==> src/rtl/dsp48a1_mac_sequencer.sv <==
// Multiply-accumulate sequencer for one DSP48A1 slice: accepts a job length, streams
// A/B pairs into the slice, schedules OPMODE against the slice pipeline, returns the sum.
module dsp48a1_mac_sequencer #(
   parameter int DATA_W   = 18,
   parameter int ACC_W    = 48,
   parameter int LEN_W    = 8,
   parameter int PIPE_LAT = 3
) (
   input  logic              CLK,
   input  logic              RST,
   input  logic              cmd_valid,
   output logic              cmd_ready,
   input  logic [LEN_W-1:0]  cmd_len,
   input  logic              s_valid,
   output logic              s_ready,
   input  logic [DATA_W-1:0] s_a,
   input  logic [DATA_W-1:0] s_b,
   output logic              r_valid,
   input  logic              r_ready,
   output logic [ACC_W-1:0]  r_data,
   output logic              busy,
   output logic [DATA_W-1:0] dsp_a,
   output logic [DATA_W-1:0] dsp_b,
   output logic [7:0]        dsp_opmode,
   output logic              dsp_rst,
   input  logic [ACC_W-1:0]  dsp_p
);

   localparam int DRAIN_W = (PIPE_LAT > 1) ? $clog2(PIPE_LAT) : 1;
   localparam logic [7:0] OPM_LOAD = 8'h01;  // X = M, Z = 0
   localparam logic [7:0] OPM_ACC  = 8'h09;  // X = M, Z = P

   typedef enum logic [1:0] {IDLE, RUN, DRAIN, DONE} state_t;

   state_t             state, state_nxt;
   logic [LEN_W-1:0]   remain, remain_nxt;
   logic [DRAIN_W-1:0] drain_cnt, drain_nxt;
   logic               first, first_nxt;
   logic               cap_en;
   logic [ACC_W-1:0]   cap_val;
   logic [7:0]         opmode_nxt;
   logic               accept;

   assign accept    = (state == RUN) && s_valid;
   assign cmd_ready = (state == IDLE);
   assign s_ready   = (state == RUN);
   assign r_valid   = (state == DONE);
   assign busy      = (state != IDLE);
   assign dsp_rst   = RST;

   // Bubbles feed zeros so idle cycles add a zero product to P.
   assign dsp_a = accept ? s_a : '0;
   assign dsp_b = accept ? s_b : '0;

   always_comb begin
      state_nxt  = state;
      remain_nxt = remain;
      drain_nxt  = drain_cnt;
      first_nxt  = first;
      cap_en     = 1'b0;
      cap_val    = dsp_p;
      case (state)
         IDLE: begin
            if (cmd_valid) begin
               if (cmd_len == '0) begin
                  cap_en    = 1'b1;
                  cap_val   = '0;
                  state_nxt = DONE;
               end else begin
                  remain_nxt = cmd_len;
                  first_nxt  = 1'b1;
                  state_nxt  = RUN;
               end
            end
         end
         RUN: begin
            if (accept) begin
               remain_nxt = remain - LEN_W'(1);
               first_nxt  = 1'b0;
               if (remain == LEN_W'(1)) begin
                  drain_nxt = DRAIN_W'(PIPE_LAT - 1);
                  state_nxt = DRAIN;
               end
            end
         end
         DRAIN: begin
            // The last product lands in P when the counter has run down to zero.
            if (drain_cnt == '0) begin
               cap_en    = 1'b1;
               state_nxt = DONE;
            end else begin
               drain_nxt = drain_cnt - DRAIN_W'(1);
            end
         end
         DONE: begin
            if (r_ready) state_nxt = IDLE;
         end
         default: state_nxt = IDLE;
      endcase
      // The first product of a job overwrites P instead of adding to the old sum.
      opmode_nxt = (accept && first) ? OPM_LOAD : OPM_ACC;
   end

   always_ff @(posedge CLK) begin
      if (RST) begin
         state      <= IDLE;
         remain     <= '0;
         drain_cnt  <= '0;
         first      <= 1'b0;
         r_data     <= '0;
         dsp_opmode <= OPM_ACC;
      end else begin
         state      <= state_nxt;
         remain     <= remain_nxt;
         drain_cnt  <= drain_nxt;
         first      <= first_nxt;
         dsp_opmode <= opmode_nxt;
         if (cap_en) r_data <= cap_val;
      end
   end

endmodule

==> config.mk <==
export PLATFORM = sky130hd
export DESIGN_NAME = dsp48a1_mac_sequencer
export DESIGN_NICKNAME = d
export VERILOG_FILES = /design/src/rtl/dsp48a1_mac_sequencer.sv
export SDC_FILE = /design/constraint.sdc
export NUM_CORES = 1
export LEC_CHECK = 0
export ABC_AREA = 1
export ABC_CLOCK_PERIOD_IN_PS = 1400
export CAP_MARGIN = 10
export CORE_MARGIN = 2
export CORE_UTILIZATION = 33
export DETAILED_ROUTE_END_ITERATION = 8
export GPL_ROUTABILITY_DRIVEN = 0
export MAX_ROUTING_LAYER = met4
export PLACE_DENSITY = 0.82
export SLEW_MARGIN = 0
export SYNTH_ARGS = -nofsm -noshare
export SYNTH_HDL_FRONTEND = slang
export SYNTH_SLANG_ARGS = --single-unit
==> constraint.sdc <==
create_clock -name CLK -period 1.4 [get_ports CLK]
set_input_delay 0.28 -clock CLK [delete_from_list [all_inputs] [get_ports CLK]]
set_output_delay 0.28 -clock CLK [all_outputs]
set_load 0.01 [all_outputs]
# Word level (Yosys, flattened, before mapping)
# Cells that the tools add are included.
# classes
n_addsub	2
mul	0
div_mod_pow	0
order_cmp	0
eq_ne	11
shift	0
muxes	27
bitwise	0
n_reduce_logical	11
# op_table
op	n
$mux 48	3
$mux 18	2
$mux 8	3
$pmux 8 s2	1
$mux 2	7
$eq 8x1->1 const B	1
$logic_not 8->1	1
$ne 2x2->1 const B	4
$pmux 2 s4	1
$reduce_and 4->1	2
$sub 8x1->8 const B	1
$mux 1	6
$ne 2x1->1 const B	3
$reduce_bool 2->1	3
$reduce_and 5->1	1
$eq 2x2->1 const B	2
$logic_not 2->1	2
$mux 4	1
$pmux 1 s2	2
$pmux 2 s2	1
$eq 2x1->1 const B	1
$logic_and 1x1->1	2
$sub 2x1->2 const B	1
# totals
ff_bits	69
latchBits	0
mem_bits_rw	0
mem_bits_ro	0
inputBits	97
word_cells	57
memories	0

# Longest topological paths before layout
# Gate-level depths: netlist of the first run.
# depth
depth_word	4
depth_mapped	11

# Least setup slack after synthesis of the first run
# Ideal clock, no wire load.
# synth_timing
kind	flip-flop to output port
start	register state[1]
end	output dsp_a[10]
arrival_ns	1.408
t_required_ns	1.120
slack_ns	-0.288
stages_incl_launch_ff	7
path_buffers	2
path_cell_list	dfxtp_1 > inv_1 > ha_1 > buf_2 > nand2_1 > clkbuf_1 > nor2_1
# synth_via
elab_chain_len	3
# synth_lines
item	line_no	source
start, declared	35	state_t state, state_nxt;
start signal, assigned	113	state <= state_nxt;
$eq 2x1->1	--	
net s_ready	15	output logic s_ready,
$logic_and 1x1->1	44	assign accept = (state == RUN) && s_valid;
$mux 18	52	assign dsp_a = accept ? s_a : '0;
end, declared	22	output logic [DATA_W-1:0] dsp_a,
# The timed path passes the listed nets, and every way through them passes these cells.

# Worst setup path in the final report of the first run
# layout_timing
start	register state[1]
end	output dsp_b[12]
# layout_via
elab_chain_len	3
# layout_lines
item	line_no	source
$eq 2x1->1	44	
$logic_and 1x1->1	44	
$mux 18	53	assign dsp_b = accept ? s_b : '0;
end, declared	23	output logic [DATA_W-1:0] dsp_b,
# Every way passes these cells.

==> reports/metrics.yaml, run 1 <==
status: "finished, violations left"
violations: "negative setup slack"
critPathMaxFanout: 6
period_share_pct: 122
wl_per_cell_um: 17.6
final_common_cell: "clkdlybuf4s50_1"
layout_common_cells: "clkdlybuf4s50_1, dfxtp_1, a21oi_2"
dp_hpwl_mm: 7.34
path_delay_family: "buffers and inverters"
htree_levels: 3
hold_path.class: "input port to register"
critPathKind: "register to output pin"
pwr_density_cell_nw_per_um2: 1600
syn-cell-area_um2: 3070
start_util_pct: 33.6
crit_chain: "inv_2 > ha_4 > nand2_8 > clkbuf_16 > nor2_2 > buf_2"
yosysSeqAreaShare_pct: 40.4
grt_max_degree: 59
drt_first_pass_iters: 4
die_h_um: 100
areaGrowthSynthToFinish_pct: 136
finalSetupViolCount: 101
maxSlewViolCount: 0
seq_area_um2: 1240
grt_antenna_before_repair: 0
ios: 194
final_antenna_net_count: 0
max_stage_delay_ns: 0.34
drv_cap: 0
fin_skew_ns: 0.0173
grt_pass1_vias: 3913
fmax_ghz: 0.585
crit_required_ns: 1.12
fin_nets: 799
viasPerCell: 5.02
yosys.cell_types.count: 24
syn_area_per_cell_um2: 6.71
path_clk_slew_ns: 0.07
placement.cell_area_um2: 5290
hold_ws_ns: 0.388
hold_violations: 0
root_buffer: "clkbuf_8"
rsz0062_at_grt: "yes"
drive_gt1_share_pct: 49.1
cts.sinks: 62
min_from: "cmd_len[0]"
wl_mm: 14.2
dr_total_vias: 4070
synthCells: 458
leakage_nw: 3.17
core_area_um2: 9150
multi_input_area_um2: 2620
grt_remaining_overflow: 0
drc: 0
crit_path_top_delay_cell: "dfxtp_2"
insertion_delay_ns: 0.34
antenna_cells: 0
dieWidth_um: 100
start_kind: "register"
drt_iter0_drc: 129
min_period_ns: 1.71
crit_buf_inv: 3
cts_buffers: 9
numPortBuffers: 186
max-vdd-ir-drop_mv: 0.900
timing.final.ws_setup_ns: -0.311
ys_ff_latch: 62
fill_cells: 571
cp-startpoint: "state[1]"
end_kind: "output pin"
tritoncts: "built"
row_count: 35
dieArea_um2: 10100
cp.arrival_ns: 1.43
synth-warning-count: 0
grt_pass1_wl_mm: 18.1
cts_buffer_depth: 2
grt_usage_pct: 23.3
final_cell_area_um2: 7260
r2r-start: "state[1]"
[state kept, by name, indices dropped and copies added, names as in the netlist]
name,flops
drain_cnt,2
dsp_opmode,1
first,1
r_data,48
remain,8
state,2
[layer usage]
layer	part of all wire [%]	routed length (um)	track usage, %
met1	36	5140	24.0
met2	56	7890	43.7
met3	5.5	784	5.34
met4	2.9	408	7.17
met5	0	0	-
[cells by family (layout without fill, tap and decap cells)]
group           count (synthesis)  in the layout  synth area share [%]
other cells                     2              7                 0.244
buf+inv                        92            328                  13.4
fa+ha+maj                       8              8                  3.26
simple gates                  225            225                  31.2
flops                          62             62                  40.4
compound gates                 69             69                  11.5
[worst paths after layout]
kind	slack, ns	depth (start not counted)	end
setup / recovery	-0.31	6	dsp_b[12]
hold / removal	0.39	5	remain[0]
setup reg to reg	-0.30	11	remain[3]
hold reg to reg	0.45	1	dsp_opmode[3]
[where the power goes]
group	leakage (nW)	internal [mW]	switching, mW	total (mW)
Sequential	0.505	2.16	0.384	2.54
Clock	0.0954	0.784	0.705	1.49
Combinational	2.57	3.76	3.85	7.61
[worst min-delay path: cells and delay by family]
family	cells	cell delay (ns)
simple gates	2	0.14
buf+inv	1	0.13
compound gates	2	0.12
[what timing repair did]
item,4_1_cts,5_1_grt
pin swaps,26,58
setup endpoints to repair,150,101
gates resized for setup,276,285
buffers inserted,19,13
hold buffers,0,0
gates cloned,12,6
[stage by stage]
step | TNS, ns | setup slack, ns | util (%) | power, mW | cells
floorplan | 0 | 0.00455 | - | 4.98 | 463
global placement | -46.15 | -0.577 | 57.7 | 6.71 | 755
detailed placement | -47.17 | -0.621 | 57.7 | 6.86 | 755
CTS | -20.50 | -0.277 | 65.4 | 9.41 | 800
global route | -25.62 | -0.354 | 79.4 | 12.3 | 810
finish | -20.62 | -0.311 | 79.4 | 11.6 | 810
[cells in the mapped netlist, drive strengths merged]
library cell | n | share of area, %
ha | 8 | 3.3
a21oi | 62 | 10
nand3 | 61 | 11
nand2 | 100 | 12
conb | 2 | 0.24
o21a | 1 | 0.24
o22ai | 1 | 0.20
nand3b | 1 | 0.24
dfxtp | 62 | 40
nand4 | 4 | 0.81
nor2 | 57 | 7.0
buf | 20 | 4.6
clkbuf | 14 | 1.7
inv | 58 | 7.1
nor3 | 1 | 0.16
o21ai | 5 | 0.81
or2 | 1 | 0.20
[area by class of cell]
class / count / area share (%)
repair buffers: 253 / 38.8
multi-input cells: 309 / 36.0
flip-flops and latches: 62 / 17.1
inverters: 58 / 3.51
clock buffers: 13 / 2.33
well taps: 111 / 1.91
clock inverters: 3 / 0.241
repair inverters: 1 / 0.0689
Note: power is estimated with default switching activity, not from simulation.
==> inputs of run 2 (changes only) <==
--- a/config.mk
+++ b/config.mk
@@ -6,7 +6,7 @@
 export NUM_CORES = 1
 export LEC_CHECK = 0
 export ABC_AREA = 1
-export ABC_CLOCK_PERIOD_IN_PS = 1400
+export ABC_CLOCK_PERIOD_IN_PS = 1390
 export CAP_MARGIN = 10
 export CORE_MARGIN = 2
 export CORE_UTILIZATION = 33
==> constraint.sdc (replaced) <==
create_clock -name CLK -period 1.39 [get_ports CLK]
set_input_delay 0.278 -clock CLK [delete_from_list [all_inputs] [get_ports CLK]]
set_output_delay 0.278 -clock CLK [all_outputs]
set_load 0.01 [all_outputs]
==> reports/metrics.yaml, run 2 (synthesized netlist as in run 1, its figures left out) <==
status: "finished, violations left"
violations: "negative setup slack"
max-vdd-ir-drop_mv: 0.910  # +1.1%
fmax_ghz: 0.600
finalSetupViolCount: 101  # unchanged
multi_input_area_um2: 2150  # -18%
final_common_cell: "clkdlybuf4s50_1"
wl_mm: 14.3  # +0.66%
drt_iter0_drc: 166  # +29%
grt_pass1_vias: 3939  # +0.66%
critPathMaxFanout: 9  # +3
drv_cap: 0  # unchanged
drt_first_pass_iters: 4  # unchanged
timing.final.ws_setup_ns: -0.277  # +0.0339 ns
placement.cell_area_um2: 5270  # -0.38%
tritoncts: "built"
areaGrowthSynthToFinish_pct: 119
htree_levels: 3  # unchanged
start_kind: "register"
top_register: "r_data"
hold_path.class: "register to register"
drc: 0  # unchanged
crit_path_top_delay_cell: "dfxtp_2"
start_util_pct: 33.6  # unchanged
rsz0062_at_grt: "yes"
max_stage_delay_ns: 0.33  # about the same
leakage_nw: 3.00  # -5.6%
postCtsHoldBufs: 0  # unchanged
dieWidth_um: 100  # unchanged
die_h_um: 100  # unchanged
maxSlewViolCount: 0  # unchanged
dp_slack_ns: -0.595  # +0.0259 ns
fin_nets: 801  # +0.25%
cts_buffer_depth: 2  # unchanged
layout_common_cells: "clkdlybuf4s50_1, dfxtp_1, inv_1, dlygate4sd2_1, nand2_1"
final_cell_area_um2: 6730  # -7.4%
root_buffer: "clkbuf_8"
reg.largest.list: "r_data: 48 flops, remain: 8 flops"
path_clk_slew_ns: 0.07  # about the same
cts_buffers: 9  # unchanged
row_count: 35  # unchanged
core_area_um2: 9150  # unchanged
grt_max_degree: 59  # unchanged
crit_chain: "inv_2 > ha_4 > nand2_8 > buf_16 > nor2_2 > buf_2"
grt_pass1_wl_mm: 19.3  # +6.2%
fin_skew_ns: 0.0149  # -0.00236 ns
dieArea_um2: 10100  # unchanged
wl_per_cell_um: 17.6  # +0.41%
end_kind: "output pin"
insertion_delay_ns: 0.34  # about the same
ios: 194  # unchanged
crit_required_ns: 1.11  # about the same
grt_antenna_before_repair: 0  # unchanged
fill_cells: 656  # +15%
period_share_pct: 120
final_antenna_net_count: 0  # unchanged
hold_violations: 0  # unchanged
dr_total_vias: 4134  # +1.6%
drive_gt1_share_pct: 43.5  # -5.6 points
dp_hpwl_mm: 7.44  # +1.4%
grt_usage_pct: 25.5  # +2.2 points
grt_remaining_overflow: 0  # unchanged
numPortBuffers: 186  # unchanged
cp.arrival_ns: 1.39  # -0.04 ns
min_period_ns: 1.67
cts.sinks: 62  # unchanged
largest_register_ffs: 48  # unchanged
pwr_density_cell_nw_per_um2: 1680  # +4.6%
critPathKind: "register to output pin"
antenna_cells: 0  # unchanged
viasPerCell: 5.09  # +1.3%
seq_area_um2: 1240  # unchanged
## run 2: changes by cell type in the layout (fill, tap and decap cells not counted), sizes merged
cell / change
buf: +3
clkdlybuf4s50: +7
clkbuf: -5
inv: +2
bufinv: +2
bufbuf: -1
nand3: +1
dlymetal6s2s: -7
## run 2: layout make-up
| type | instances | area share [%] |
|---|---|---|
| timing repair buffer | 254 | 40.3 |
| multi-input combinational | 310 | 31.9 |
| sequential | 62 | 18.5 |
| inverter | 58 | 3.81 |
| tap | 111 | 2.06 |
| clock buffer | 9 | 1.84 |
| clock inverter | 7 | 1.47 |
| timing repair inverter | 1 | 0.0930 |
## run 2: per-stage QoR
| stage | total power, mW | util [%] | instances | setup TNS (ns) | hold WS (ns) |
|---|---|---|---|---|---|
| after floorplan | 5.03 | - | 463 | -0.00544 | 0.371 |
| final | 11.3 | 73.5 | 812 | -21.20 | 0.417 |
| after global routing | 11.9 | 73.5 | 812 | -27.51 | 0.439 |
| after CTS | 10.8 | 68.1 | 809 | -26.20 | 0.407 |
| after detailed placement | 6.90 | 57.5 | 752 | -47.65 | 0.401 |
| after global placement | 6.74 | 57.5 | 752 | -45.01 | 0.399 |
## run 2: report_power, final
group	switching [mW]	total, mW	internal [mW]
sequential	0.290	2.46	2.17
combinational	3.54	7.01	3.47
clock	0.793	1.81	1.02
## run 2: worst paths after layout
check	from	to	slack [ns]	cells past startpoint
worst max register to register	state[0]	r_data[26]	-0.26	10
worst min-delay path	first	dsp_opmode[3]	0.42	1
worst max-delay path	state[1]	dsp_a[13]	-0.28	6
worst min register to register	first	dsp_opmode[3]	0.42	1
## run 2: critical path: cells and delay by family, from the launching register on
family | cells | cell delay [ns]
buffers and inverters | 3 | 0.37
adder cells (fa/ha/maj) | 1 | 0.17
flip-flops | 1 | 0.33
AND/OR/NAND/NOR | 2 | 0.17
## run 2: per-layer routing
metal / track usage, % / share of wire, %
met5: - / 0
met4: 8.22 / 3.5
met3: 6.24 / 9.3
met2: 47.4 / 53
met1: 26.1 / 34
## run 2: repair_timing
item | in CTS | in global routing
gates resized for setup | 311 | 121
cloned | 17 | 6
setup buffers | 24 | 3
endpoints found under the setup margin | 150 | 101
pin swaps | 12 | 48
==> inputs of run 3 (changes only) <==
--- a/config.mk
+++ b/config.mk
@@ -12,7 +12,6 @@
 export CORE_UTILIZATION = 33
 export DETAILED_ROUTE_END_ITERATION = 8
 export GPL_ROUTABILITY_DRIVEN = 0
-export MAX_ROUTING_LAYER = met4
 export PLACE_DENSITY = 0.82
 export SLEW_MARGIN = 0
 export SYNTH_ARGS = -nofsm -noshare
==> reports/metrics.yaml, run 3 (synthesized netlist as in run 1, its figures left out) <==
grt_usage_pct: 24.7  # -0.74 points
reg2reg_depth: 10  # unchanged
drt_first_pass_iters: 4  # unchanged
htree_levels: 3  # unchanged
leakage_nw: 3.00  # about the same
numPortBuffers: 186  # unchanged
layout_common_cells: "clkdlybuf4s50_1, dfxtp_1, inv_1, dlygate4sd2_1, nand2_1"
drc: 0  # unchanged
pwr_density_cell_nw_per_um2: 1670  # -0.19%
crit_path_top_delay_cell: "dfxtp_2"
wl_mm: 14.4  # +0.47%
final_common_cell: "clkdlybuf4s50_1"
row_count: 35  # unchanged
fin_skew_ns: 0.0147  # -0.000269 ns
path_clk_slew_ns: 0.07  # about the same
start_util_pct: 33.6  # unchanged
wl_per_cell_um: 17.7  # +0.47%
viasPerCell: 5.04  # -1.0%
hold_path.class: "register to register"
path_depth: 6  # unchanged
core_area_um2: 9150  # unchanged
start_kind: "register"
postCtsHoldBufs: 0  # unchanged
tritoncts: "built"
cts.sinks: 62  # unchanged
critPathMaxFanout: 9  # unchanged
end_kind: "output pin"
maxSlewViolCount: 0  # unchanged
areaGrowthSynthToFinish_pct: 119  # about the same
dp_hpwl_mm: 7.44  # unchanged
drt_iter0_drc: 145  # -13%
path_delay_family: "buffers and inverters"
insertion_delay_ns: 0.34  # about the same
fmax_ghz: 0.600  # about the same
hold_depth: 1  # unchanged
final_antenna_net_count: 0  # unchanged
grt_max_degree: 59  # unchanged
grt_remaining_overflow: 0  # unchanged
drive_gt1_share_pct: 43.7  # +0.14 points
rsz0062_at_grt: "yes"
violations: "negative setup slack"
min_period_ns: 1.67  # -0.00104 ns
grt_pass1_vias: 3937  # -0.051%
dieWidth_um: 100  # unchanged
critPathKind: "register to output pin"
timing.final.ws_setup_ns: -0.276  # +0.00104 ns
reg.largest.list: "r_data: 48 flops, remain: 8 flops"
crit_buf_inv: 3  # unchanged
cp.arrival_ns: 1.39  # about the same
grt_pass1_wl_mm: 19.3  # unchanged
cts_buffers: 9  # unchanged
grt_antenna_before_repair: 0  # unchanged
crit_required_ns: 1.11  # about the same
top_register: "r_data"
root_buffer: "clkbuf_8"
drv_cap: 0  # unchanged
max_stage_delay_ns: 0.33  # about the same
max-vdd-ir-drop_mv: 0.908  # -0.27%
die_h_um: 100  # unchanged
dieArea_um2: 10100  # unchanged
finalPower_mw: 11.3  # about the same
largest_register_ffs: 48  # unchanged
ios: 194  # unchanged
finalSetupViolCount: 101  # unchanged
hold_violations: 0  # unchanged
dp_slack_ns: -0.595  # unchanged
crit_chain: "inv_2 > ha_4 > nand2_8 > buf_16 > nor2_2 > buf_2"
period_share_pct: 120  # about the same
dr_total_vias: 4091  # -1.0%
antenna_cells: 0  # unchanged
status: "finished, violations left"
cts_buffer_depth: 2  # unchanged
fin_nets: 801  # unchanged
[run 3: layer usage]
metal | global-route usage (%) | vias up | share of wire [%]
li1 | - | 1917 | -
met1 | 25.8 | 1926 | 36
met2 | 47.4 | 208 | 53
met3 | 6.80 | 40 | 7.9
met4 | 8.22 | 0 | 3.4
met5 | 0 | - | 0
[run 3: through the flow]
step | cell area [um2] | std cells | setup TNS [ns] | utilization (%) | hold slack [ns]
final | 6740 | 812 | -21.03 | 73.6 | 0.417
after global routing | 6740 | 812 | -27.49 | 73.6 | 0.439
after CTS | 6230 | 809 | -26.20 | 68.1 | 0.407
after detailed placement | 5270 | 752 | -47.65 | 57.5 | 0.401
after global placement | 5270 | 752 | -45.01 | 57.5 | 0.399
after floorplan | 3240 | 463 | -0.00544 | - | 0.371
[run 3: worst paths after layout]
| path | start | end | slack (ns) |
|---|---|---|---|
| setup / recovery | state[1] | dsp_a[5] | -0.28 |
| hold reg to reg | first | dsp_opmode[3] | 0.42 |
| setup reg to reg | state[0] | r_data[26] | -0.26 |
| hold / removal | first | dsp_opmode[3] | 0.42 |
[run 3: where the power goes]
part           switching [mW]  internal, mW  total (mW)
clock network           0.790          1.02        1.81
registers               0.289          2.17        2.46
logic                    3.53          3.47        7.00
total                    4.61          6.65        11.3
[run 3: what timing repair did]
item                       CTS  global route
setup buffers               24             3
gates cloned                17             6
resized for setup          311           122
setup endpoints to repair  150           101
pin swaps                   12            48
[run 3: area by class of cell]
type / count / area (um2)
sequential: 62 / 1240
inverter: 58 / 256
clock inverter: 7 / 98.8
fill: 657 / 2420
clock buffer: 9 / 124
timing repair inverter: 1 / 6.26
tap: 111 / 139
multi-input combinational: 310 / 2150
timing repair buffer: 254 / 2710
[run 3: worst register-to-register path, cell delays in order, from the launching register on]
cell       delay, ns
dfxtp_2         0.35
buf_4           0.14
inv_6           0.05
ha_4            0.17
buf_6           0.12
nand3_4         0.09
buf_6           0.12
buf_8           0.13
clkbuf_16       0.17
nand3_1         0.08
a21oi_1         0.16
